--- src/rtl/t09_score_controller.sv ---
// Game FSM for the snake datapath: turns collision pulses into BCD score, lives,
// a persistent high score and a one-cycle grow pulse for the body-length logic.
module t09_score_controller #(
   parameter logic [7:0]  MAX_SCORE = 8'h50,
   parameter logic [1:0]  LIVES     = 2'd3,
   parameter int unsigned OVER_HOLD = 8
) (
   input  logic       clk,
   input  logic       nRst,
   input  logic       start,
   input  logic       goodColl,
   input  logic       badColl,
   output logic [7:0] score_bcd,
   output logic [7:0] high_bcd,
   output logic [1:0] lives,
   output logic [1:0] state,
   output logic       playing,
   output logic       grow
);

   localparam logic [1:0] IDLE = 2'd0;
   localparam logic [1:0] RUN  = 2'd1;
   localparam logic [1:0] WIN  = 2'd2;
   localparam logic [1:0] OVER = 2'd3;
   localparam logic [7:0] HOLD_INIT = 8'(OVER_HOLD);

   logic [7:0] holdCnt;
   logic [1:0] stateNxt;
   logic [7:0] scoreNxt;
   logic [7:0] highNxt;
   logic [7:0] holdNxt;
   logic [7:0] scoreInc;
   logic [1:0] livesNxt;
   logic       growNxt;

   // Packed-BCD increment, saturating at 99.
   function automatic logic [7:0] bcdInc(input logic [7:0] v);
      if (v == 8'h99)
         return v;
      if (v[3:0] == 4'd9)
         return {v[7:4] + 4'd1, 4'd0};
      return {v[7:4], v[3:0] + 4'd1};
   endfunction

   // Valid packed BCD orders the same as plain unsigned.
   function automatic logic [7:0] bcdMax(input logic [7:0] a, input logic [7:0] b);
      return (a > b) ? a : b;
   endfunction

   always_comb begin
      stateNxt = state;
      scoreNxt = score_bcd;
      highNxt  = high_bcd;
      livesNxt = lives;
      holdNxt  = holdCnt;
      growNxt  = 1'b0;
      scoreInc = bcdInc(score_bcd);
      case (state)
         IDLE: begin
            if (start) begin
               stateNxt = RUN;
               scoreNxt = 8'h00;
               livesNxt = LIVES;
            end
         end
         RUN: begin
            if (badColl) begin
               if (lives <= 2'd1) begin
                  stateNxt = OVER;
                  livesNxt = 2'd0;
                  highNxt  = bcdMax(high_bcd, score_bcd);
                  holdNxt  = HOLD_INIT;
               end else begin
                  livesNxt = lives - 2'd1;
               end
            end else if (goodColl) begin
               scoreNxt = scoreInc;
               growNxt  = 1'b1;
               if (scoreInc == MAX_SCORE) begin
                  stateNxt = WIN;
                  highNxt  = bcdMax(high_bcd, scoreInc);
                  holdNxt  = HOLD_INIT;
               end
            end
         end
         default: begin
            // WIN/OVER: restart only once the hold has fully expired.
            if (holdCnt != 8'd0) begin
               holdNxt = holdCnt - 8'd1;
            end else if (start) begin
               stateNxt = RUN;
               scoreNxt = 8'h00;
               livesNxt = LIVES;
            end
         end
      endcase
   end

   always_ff @(posedge clk or negedge nRst) begin
      if (!nRst) begin
         state     <= IDLE;
         score_bcd <= 8'h00;
         high_bcd  <= 8'h00;
         lives     <= 2'd0;
         holdCnt   <= 8'd0;
         grow      <= 1'b0;
         playing   <= 1'b0;
      end else begin
         state     <= stateNxt;
         score_bcd <= scoreNxt;
         high_bcd  <= highNxt;
         lives     <= livesNxt;
         holdCnt   <= holdNxt;
         grow      <= growNxt;
         playing   <= (stateNxt == RUN);
      end
   end

endmodule

--- config.mk ---
export PLATFORM = sky130hd
export DESIGN_NAME = t09_score_controller
export DESIGN_NICKNAME = d
export VERILOG_FILES = /design/src/rtl/t09_score_controller.sv
export SDC_FILE = /design/constraint.sdc
export NUM_CORES = 1
export LEC_CHECK = 0
export ABC_AREA = 0
export BUFFER_PORTS_ARGS = -buffer_cell sky130_fd_sc_hd__buf_2
export CORE_ASPECT_RATIO = 1.25
export CORE_MARGIN = 2
export CORE_UTILIZATION = 60
export DETAILED_ROUTE_END_ITERATION = 7
export PLACE_DENSITY = 0.82
export SETUP_SLACK_MARGIN = 0.02
export SLEW_MARGIN = 10
export SYNTH_ARGS = -nofsm -noshare
export SYNTH_HDL_FRONTEND = slang
export SYNTH_SLANG_ARGS = --single-unit
--- constraint.sdc ---
create_clock -name clk -period 7.1 [get_ports clk]
set_input_delay 1.775 -clock clk [delete_from_list [all_inputs] [get_ports clk]]
set_output_delay 1.775 -clock clk [all_outputs]
set_load 0.01 [all_outputs]
# Yosys cells after proc, flatten, opt, wreduce, memory -nomap -nowiden
# Index checks and enable logic that the tools add are counted.
[word_totals]
reg_bits = 30
latch_bits = 0
mem_bits_rw = 0
romBits = 0
out_inout_bits = 22
elab_cells = 78
mem_count = 0
[classes]
n_addsub = 4
mul = 0
div_mod_pow = 0
magnitude_cmp = 3
n_eq_ne = 15
n_shift = 0
mux = 39
n_bitwise = 1
reduce_logical = 9
[ops]
columns = ["op", "n"]
rows = [
  ["$mux 8", 19],
  ["$pmux 8 s2", 2],
  ["$mux 2", 10],
  ["$gt 8x8->1", 2],
  ["$ne 2x2->1 const B", 5],
  ["$ne 3x3->1 const B", 3],
  ["$add 4x1->4 const B", 2],
  ["$eq 8x7->1 const B", 1],
  ["$eq 8x8->1 const B", 1],
  ["$pmux 2 s2", 2],
  ["$reduce_bool 8->1", 1],
  ["$sub 8x1->8 const B", 1],
  ["$mux 1", 6],
  ["$reduce_and 6->1", 1],
  ["$reduce_bool 2->1", 3],
  ["$reduce_and 5->1", 1],
  ["$eq 2x1->1 const B", 2],
  ["$eq 4x4->1 const B", 1],
  ["$ne 3x1->1 const B", 1],
  ["$reduce_and 3->1", 1],
  ["$le 2x1->1 const B", 1],
  ["$logic_not 2->1", 1],
  ["$ne 2x1->1 const B", 1],
  ["$reduce_and 2->1", 1],
  ["other kinds (2)", 2],
]

# Longest topological paths before layout
# Gate-level depths: netlist (run 1).
[depth]
depth_word = 11
ltp_mapped = 14
ltp_nobuf = 14

# Worst setup path after synthesis (run 1)
# Ideal clock, no wire load.
[synth_path]
path_kind = "input-to-reg"
startpoint = "input port goodColl"
endpoint = "register high_bcd[2]"
setup_time_ns = 0.125
t_arrival_ns = 3.244
required_ns = 6.975
setup_slack_ns = 3.731
cell_stages = 6
path_cell_list = "nor2b_1 > nand2_1 > nor3_4 > nor2_2 > nor3_4 > mux2_4"
[synth_between]
elab_chain_cells = 2
[synth_rtl]
columns = ["element", "line", "text"]
rows = [
  ["start, declared", "11", "input logic goodColl,"],
  ["$reduce_bool 2->1 (no line)", "--", ""],
  ["$reduce_and 6->1 (no line)", "--", ""],
  ["end signal, assigned", "111", "high_bcd <= highNxt;"],
  ["end, declared", "14", "output logic [7:0] high_bcd,"],
]
# Every way passes these cells.
# A chain may end at the register's enable or synchronous reset.

# Worst setup path after layout (run 1)
[layout_path]
startpoint = "register score_bcd[5]"
endpoint = "register high_bcd[7]"
[layout_between]
elab_chain_cells = 8
elab_cells_between_ends = 18
classes_between = "add/sub: 1; order compare: 2; eq/ne: 4; mux: 9; reduce/logical: 2"
[layout_rtl]
columns = ["element", "line", "text"]
rows = [
  ["start, declared", "13", "output logic [7:0] score_bcd,"],
  ["start signal, assigned", "110", "score_bcd <= scoreNxt;"],
  ["parallel branches: the longest is 8 deep, another holds $gt 8x8->1", "--", ""],
]
# Parallel ways; which one is timed is not known. The select of a mux whose other input is x is not followed.

==> impl_metrics.py, run 1 <==
metrics = {
    "cts": {
        "clkLatencyLatePin_ns": 0.28,
        "post_cts.repair.setup_buffers": 0,
        "clk_path_buf_depth": 2,
        "clk_pin_slew_ns": 0.07,
        "numCtsBuffers": 5,
        "cts-resized-gates": 0,
        "cts-root-buf": "clkbuf_8",
        "cts_tree": "built",
        "ctsHoldBuffers": 0,
        "clkSinkCount": 30,
        "htree_levels": 2,
    },
    "sta": {
        "finalHoldViolCount": 0,
        "fmax_ghz": 0.279,
        "fin_ws_ns": 3.52,
        "finalSetupTns_ns": 0,
        "finalCriticalPeriod_ns": 3.58,
        "max_slew_margin_pct": 55.6,
        "slew_viol_final": 0,
        "finalClockSkew_ns": 0.00818,
        "worst_hold_slack_ns": 0.551,
        "rsz0062_at_grt": "no",
        "tightest_slew_ns": 0.666,
        "setup-violations-final": 0,
        "finalCritPeriodShare_pct": 50.5,
    },
    "grt": {
        "antenna_found_initial": 0,
        "grt_max_degree": 31,
        "grt_pass1_wl_mm": 7.89,
        "grt_overflow": 0,
        "track_usage_pct": 25.9,
        "grt_pass1_vias": 1670,
    },
    "placement": {
        "pre_cts_ws_ns": 3.25,
        "place_congestion": 0.923,
        "port_buffers": 26,
        "placed_cells": 278,
        "place_hpwl_mm": 3.58,
    },
    "routing": {
        "routedWlPerCell_um": 16.7,
        "viasPerCell": 6.16,
        "drtIter0Drc": 64,
        "ant_nets": 0,
        "dr.pass1.iters": 4,
        "num_vias": 1763,
        "drt-total-wl_mm": 4.76,
        "drc": 0,
    },
    "floorplan": {
        "dieArea_mm2": 0.00399,
        "initial_utilization_pct": 61.3,
        "core_region_area_mm2": 0.00342,
        "io_pins": 27,
        "die_y_um": 70.1,
        "rows": 24,
        "dieWidth_um": 56.9,
    },
    "synthesis": {
        "ys_types": 48,
        "avgSynthCellArea_um2": 9.58,
        "yosys_most_used_dff": "dfrtp_1",
        "yosysSeqAreaShare_pct": 35.8,
        "synth-seq-cells": 30,
        "ys_warn_count": 0,
        "synthCells": 219,
        "synthArstFlopShare_pct": 100,
        "syn_nets": 242,
        "syn-cell-area_mm2": 0.00210,
        "synth-edff-count": 0,
    },
    "critical_path": {
        "worstSetupStartpointType": "register",
        "endpoint_kind": "register",
        "reg2reg_slack_ns": 3.52,
        "worstPathMaxFanout": 8,
        "worstPathArrival_ns": 3.75,
        "timing.rr.start": "score_bcd[5]",
        "path_class": "reg2reg",
        "cp_data_required_time_ns": 7.27,
        "rr_worst_depth": 13,
        "r2r_end": "high_bcd[7]",
    },
    "finish": {
        "register_area_um2": 751,
        "multi_input_area_mm2": 0.00125,
        "n_antenna_cell": 0,
        "final_layout_size_suffix_gt1_share_pct": 20.2,
        "syn_to_final_growth_pct": 11.5,
        "layout.nets": 269,
        "fill_cells": 272,
        "layout.cells.non_filler": 286,
    },
    "run_status": {
        "status": "complete, no violations",
    },
    "power_and_ir_drop": {
        "leakage_nw": 1.10,
        "p_total_mw": 0.862,
        "ir_drop_v": 0.000261,
        "p_per_area_mw_per_mm2": 368,
    },
    "worst_hold_path": {
        "worstHoldEndpoint": "holdCnt[1]",
        "worst_hold_path.num_cells": 1,
        "hp-start": "holdCnt[1]",
        "hp-class": "reg2reg",
    },
    "flow_run": {
        "drv_cap": 0,
    },
}
## cell usage after synthesis (4+ instances only)
cell type,instances,share of area [%]
nor3_1,6,1.4
mux2i_1,4,1.9
xor2_1,4,1.7
o31ai_1,7,2.5
ha_1,18,11
inv_1,15,2.7
o21ai_0,19,4.5
mux2_4,7,5.0
and4_1,4,1.7
xnor2_1,6,2.5
dfrtp_1,30,36
a21oi_1,18,4.3
nor2_1,13,2.3
nand2_1,19,3.4
## layer usage
metal	GRT usage (%)	routed length (µm)	vias to the layer above
met5	0	0	-
met4	10.9	102	0
met3	5.93	178	11
met2	42.6	2500	50
met1	32.6	1980	847
li1	-	-	855
## state kept, by name, summed over array words and instances (netlist names)
signal,cells
score_bcd,8
grow,1
holdCnt,8
high_bcd,8
lives,2
state,2
playing,1
## cells by family (layout without fill, tap and decap cells)
kind of cell | count (synthesis) | after routing | share of synthesized area, %
and+or+nand+nor | 64 | 64 | 18.3
xor gates and xnor gates | 11 | 11 | 5.25
adders and majority gates | 18 | 18 | 10.7
muxes | 12 | 12 | 7.46
AOI/OAI and AO/OA | 61 | 61 | 17.9
buffers and inverters | 23 | 51 | 4.59
DFF | 30 | 30 | 35.8
## how the worst max path moves through the flow
stage                            start     endpoint  cells after the start
after floorplan               goodColl  high_bcd[2]                      6
after global placement         badColl  high_bcd[7]                      6
after detailed placement       badColl  high_bcd[7]                      7
after CTS                      badColl  high_bcd[7]                      7
after global routing      score_bcd[5]  high_bcd[2]                     13
final                     score_bcd[5]  high_bcd[7]                     13
## through the flow
| stage | util [%] | cell area, µm² |
|---|---|---|
| after floorplan | - | 2100 |
| after global placement | 65.5 | 2240 |
| after detailed placement | 65.5 | 2240 |
| after CTS | 68.3 | 2340 |
| after global routing | 68.3 | 2340 |
| final | 68.3 | 2340 |
## cell type report
cell class	count	area share (%)
well taps	39	2.09
repair buffers	26	5.56
clock inverters	2	0.535
inverters	17	2.73
multi-input cells	166	53.5
clock buffers	6	3.53
flip-flops and latches	30	32.1
## cells in the final DEF, fill, tap and decap left out, types with 3 or more instances in the layout
master / netlist / routed
nor2_1: 13 / 13
buf_2: 2 / 26
and4_1: 4 / 4
xor2_1: 4 / 4
nor3_1: 6 / 6
inv_1: 15 / 15
nand2_1: 19 / 19
nand3_1: 3 / 3
mux2i_1: 4 / 4
nand4_1: 3 / 3
clkbuf_8: 0 / 6
xnor2_1: 6 / 6
o21ai_0: 19 / 19
dfrtp_1: 30 / 30
a21oi_1: 18 / 18
or4_1: 3 / 3
mux2_4: 7 / 7
ha_1: 18 / 18
o31ai_1: 7 / 7
## worst max-delay path: stages (launching register included)
cell	delay [ns]
dfrtp_1	0.46
inv_1	0.17
ha_1	0.17
nand3b_1	0.19
and3_1	0.25
a21oi_1	0.41
ha_1	0.33
nand2_1	0.07
nor2_1	0.07
and4_1	0.20
a221oi_1	0.24
a211oi_1	0.11
nor3_4	0.46
mux2_4	0.35
## power breakdown
group | switching, mW | internal (mW) | total (mW)
clock | 0.0672 | 0.0778 | 0.145
sequential | 0.0708 | 0.227 | 0.297
combinational | 0.228 | 0.191 | 0.419
total | 0.366 | 0.495 | 0.862
No activity file was read; power rests on OpenSTA's default activity.
==> run 2: changes to the inputs <==
CORE_UTILIZATION = 52   (was 60)
PLACE_DENSITY = 0.76   (was 0.82)
clock period = 3.1 ns   (was 7.1 ns; I/O delays follow)
==> run 2 against run 1 <==
  * Clock skew shrank 0.0049 ns
  * Core utilization shrank 3.1 points
  * Combinational power grew 150%
  * Global-route usage shrank 2.2 points
  * Wire length grew 3.4%
  * Largest power group unchanged
  * Flip-flop and latch count is the same
  * Sequential share of layout area shrank 1.9 points
  * First-iteration DRC count grew 27%
==> impl_metrics.py, run 2 (synthesis results as in run 1) <==
metrics = {
    "sta": {
        "finalSetupTns_ns": 0,
        "finalCritPeriodShare_pct": 93.1,
        "fmax_ghz": 0.347,
        "fin_ws_ns": 0.214,
        "setup-violations-final": 0,
        "finalHoldViolCount": 0,
        "rsz0062_at_grt": "no",
        "tightest_slew_ns": 0.702,
        "finalCriticalPeriod_ns": 2.89,
        "finalClockSkew_ns": 0.00329,
        "max_slew_margin_pct": 53.2,
        "slew_viol_final": 0,
    },
    "floorplan": {
        "io_pins": 27,
        "dieArea_mm2": 0.00456,
        "initial_utilization_pct": 55.0,
        "dieWidth_um": 60.8,
        "core_region_area_mm2": 0.00382,
        "rows": 25,
        "die_y_um": 75,
    },
    "routing": {
        "viasPerCell": 5.76,
        "drc": 0,
        "dr.pass1.iters": 4,
        "routedWlPerCell_um": 15.6,
        "num_vias": 1819,
        "drt-total-wl_mm": 4.93,
        "drtIter0Drc": 81,
        "ant_nets": 0,
    },
    "placement": {
        "port_buffers": 26,
        "place_hpwl_mm": 3.66,
        "place_congestion": 0.876,
        "placed_cells": 304,
        "pre_cts_ws_ns": 0.0865,
    },
    "critical_path": {
        "worstPathMaxFanout": 4,
        "worstSetupStartpoint": "score_bcd[2]",
        "r2r_end": "high_bcd[6]",
        "crit_buf_inv": 1,
        "cp_data_required_time_ns": 3.28,
        "timing.rr.start": "score_bcd[2]",
        "endpoint_kind": "register",
        "rr_worst_depth": 13,
        "cp_cell_sequence": "nand4bb_4, nor2_1, nand2_1, xnor2_1, ha_1, nand2_1, nor2_1, and4_1, a221oi_2, a211oi_2, nor3_4, buf_4, mux2_4",
        "reg2reg_slack_ns": 0.21,
        "worstSetupStartpointType": "register",
        "cp_slowest_cell": "dfrtp_1",
        "critical_path.top_delay_family": "simple AND/OR/NAND/NOR gates",
        "path_class": "reg2reg",
        "critPathMaxStageDelay_ns": 0.41,
        "worstPathArrival_ns": 3.06,
    },
    "grt": {
        "grt_pass1_vias": 1710,
        "grt_overflow": 0,
        "antenna_found_initial": 0,
        "grt_max_degree": 31,
        "track_usage_pct": 23.7,
        "grt_pass1_wl_mm": 7.94,
    },
    "cts": {
        "htree_levels": 2,
        "clkLatencyLatePin_ns": 0.29,
        "clk_pin_slew_ns": 0.07,
        "clkSinkCount": 30,
        "numCtsBuffers": 5,
        "cts_tree": "built",
        "cts-root-buf": "clkbuf_8",
        "clk_path_buf_depth": 2,
        "ctsHoldBuffers": 0,
    },
    "power_and_ir_drop": {
        "p_per_area_mw_per_mm2": 819,
        "switching_share_pct": 41.5,
        "p_total_mw": 2.04,
        "ir_drop_v": 0.000418,
        "pwr-share-seq_pct": 32.7,
        "power.switching_mw": 0.846,
        "p_comb_share_pct": 50.7,
        "leakage_nw": 1.18,
        "p_int_mw": 1.19,
        "power_frac_clock_pct": 16.6,
    },
    "finish": {
        "layout.cells.non_filler": 316,
        "fill_cells": 343,
        "final_common_cell": "dfrtp_1",
        "final_cell_mix": "28 x dfrtp_1, 26 x buf_2, 19 x o21ai_0, 18 x nand2_1, 18 x ha_1",
        "n_antenna_cell": 0,
        "final_layout_size_suffix_gt1_share_pct": 27.1,
        "layout.nets": 284,
        "syn_to_final_growth_pct": 18.7,
        "reg_top3": "high_bcd (8), holdCnt (8), score_bcd (8)",
    },
    "run_status": {
        "status": "complete, no violations",
    },
    "worst_hold_path": {
        "hp-class": "in2async",
    },
    "flow_run": {
        "drv_cap": 0,
    },
}
run 2: cell types whose count changed in the layout (fill, tap and decap cells not counted), sizes merged:
cell	change
buf	+15
run 2: per-stage QoR:
stage | cell area, µm² | hold slack [ns] | util [%]
floorplan | 2100 | 0.479 | -
global placement | 2340 | 0.513 | 61.4
detailed placement | 2340 | 0.518 | 61.4
CTS | 2440 | 0.538 | 63.9
global route | 2490 | 0.557 | 65.2
finish | 2490 | 0.527 | 65.2
run 2: layer usage:
layer	vias to the layer above	GRT usage, %	part of all wire, %
met5	-	0	0
met4	0	8.21	1.8
li1	885	-	-
met1	873	29.8	43
met2	53	40.0	50
met3	8	5.15	5.3
run 2: layout make-up:
class | instances | area (µm²) | area share [%]
clock buffer | 6 | 82.6 | 3.32
tap | 54 | 67.6 | 2.71
clock inverter | 2 | 12.5 | 0.503
inverter | 17 | 63.8 | 2.56
timing repair buffer | 41 | 243 | 9.75
sequential | 30 | 753 | 30.3
multi-input combinational | 166 | 1270 | 50.9
run 2: worst max-delay path by stage:
| stage | end | slack [ns] | cells past startpoint |
|---|---|---|---|
| 2_1_floorplan | high_bcd[2] | 0.16 | 11 |
| 3_3_place_gp | high_bcd[5] | 0.18 | 13 |
| 3_5_place_dp | high_bcd[6] | 0.09 | 13 |
| 4_1_cts | high_bcd[6] | 0.07 | 13 |
| 5_1_grt | high_bcd[6] | 0.02 | 13 |
| 6_report | high_bcd[6] | 0.21 | 13 |
run 2: repair_timing:
item	4_1_cts	5_1_grt
hold endpoints to repair	0	0
setup endpoints to repair	0	8
setup buffers	0	4
gates resized for setup	0	6
run 2: power by group through the flow:
stage,Combinational (mW),Sequential [mW],Clock [mW]
floorplan,0.693,0.670,0
global placement,0.925,0.672,0
detailed placement,0.956,0.678,0
CTS,0.957,0.672,0.346
global route,1.17,0.685,0.358
finish,1.03,0.666,0.338
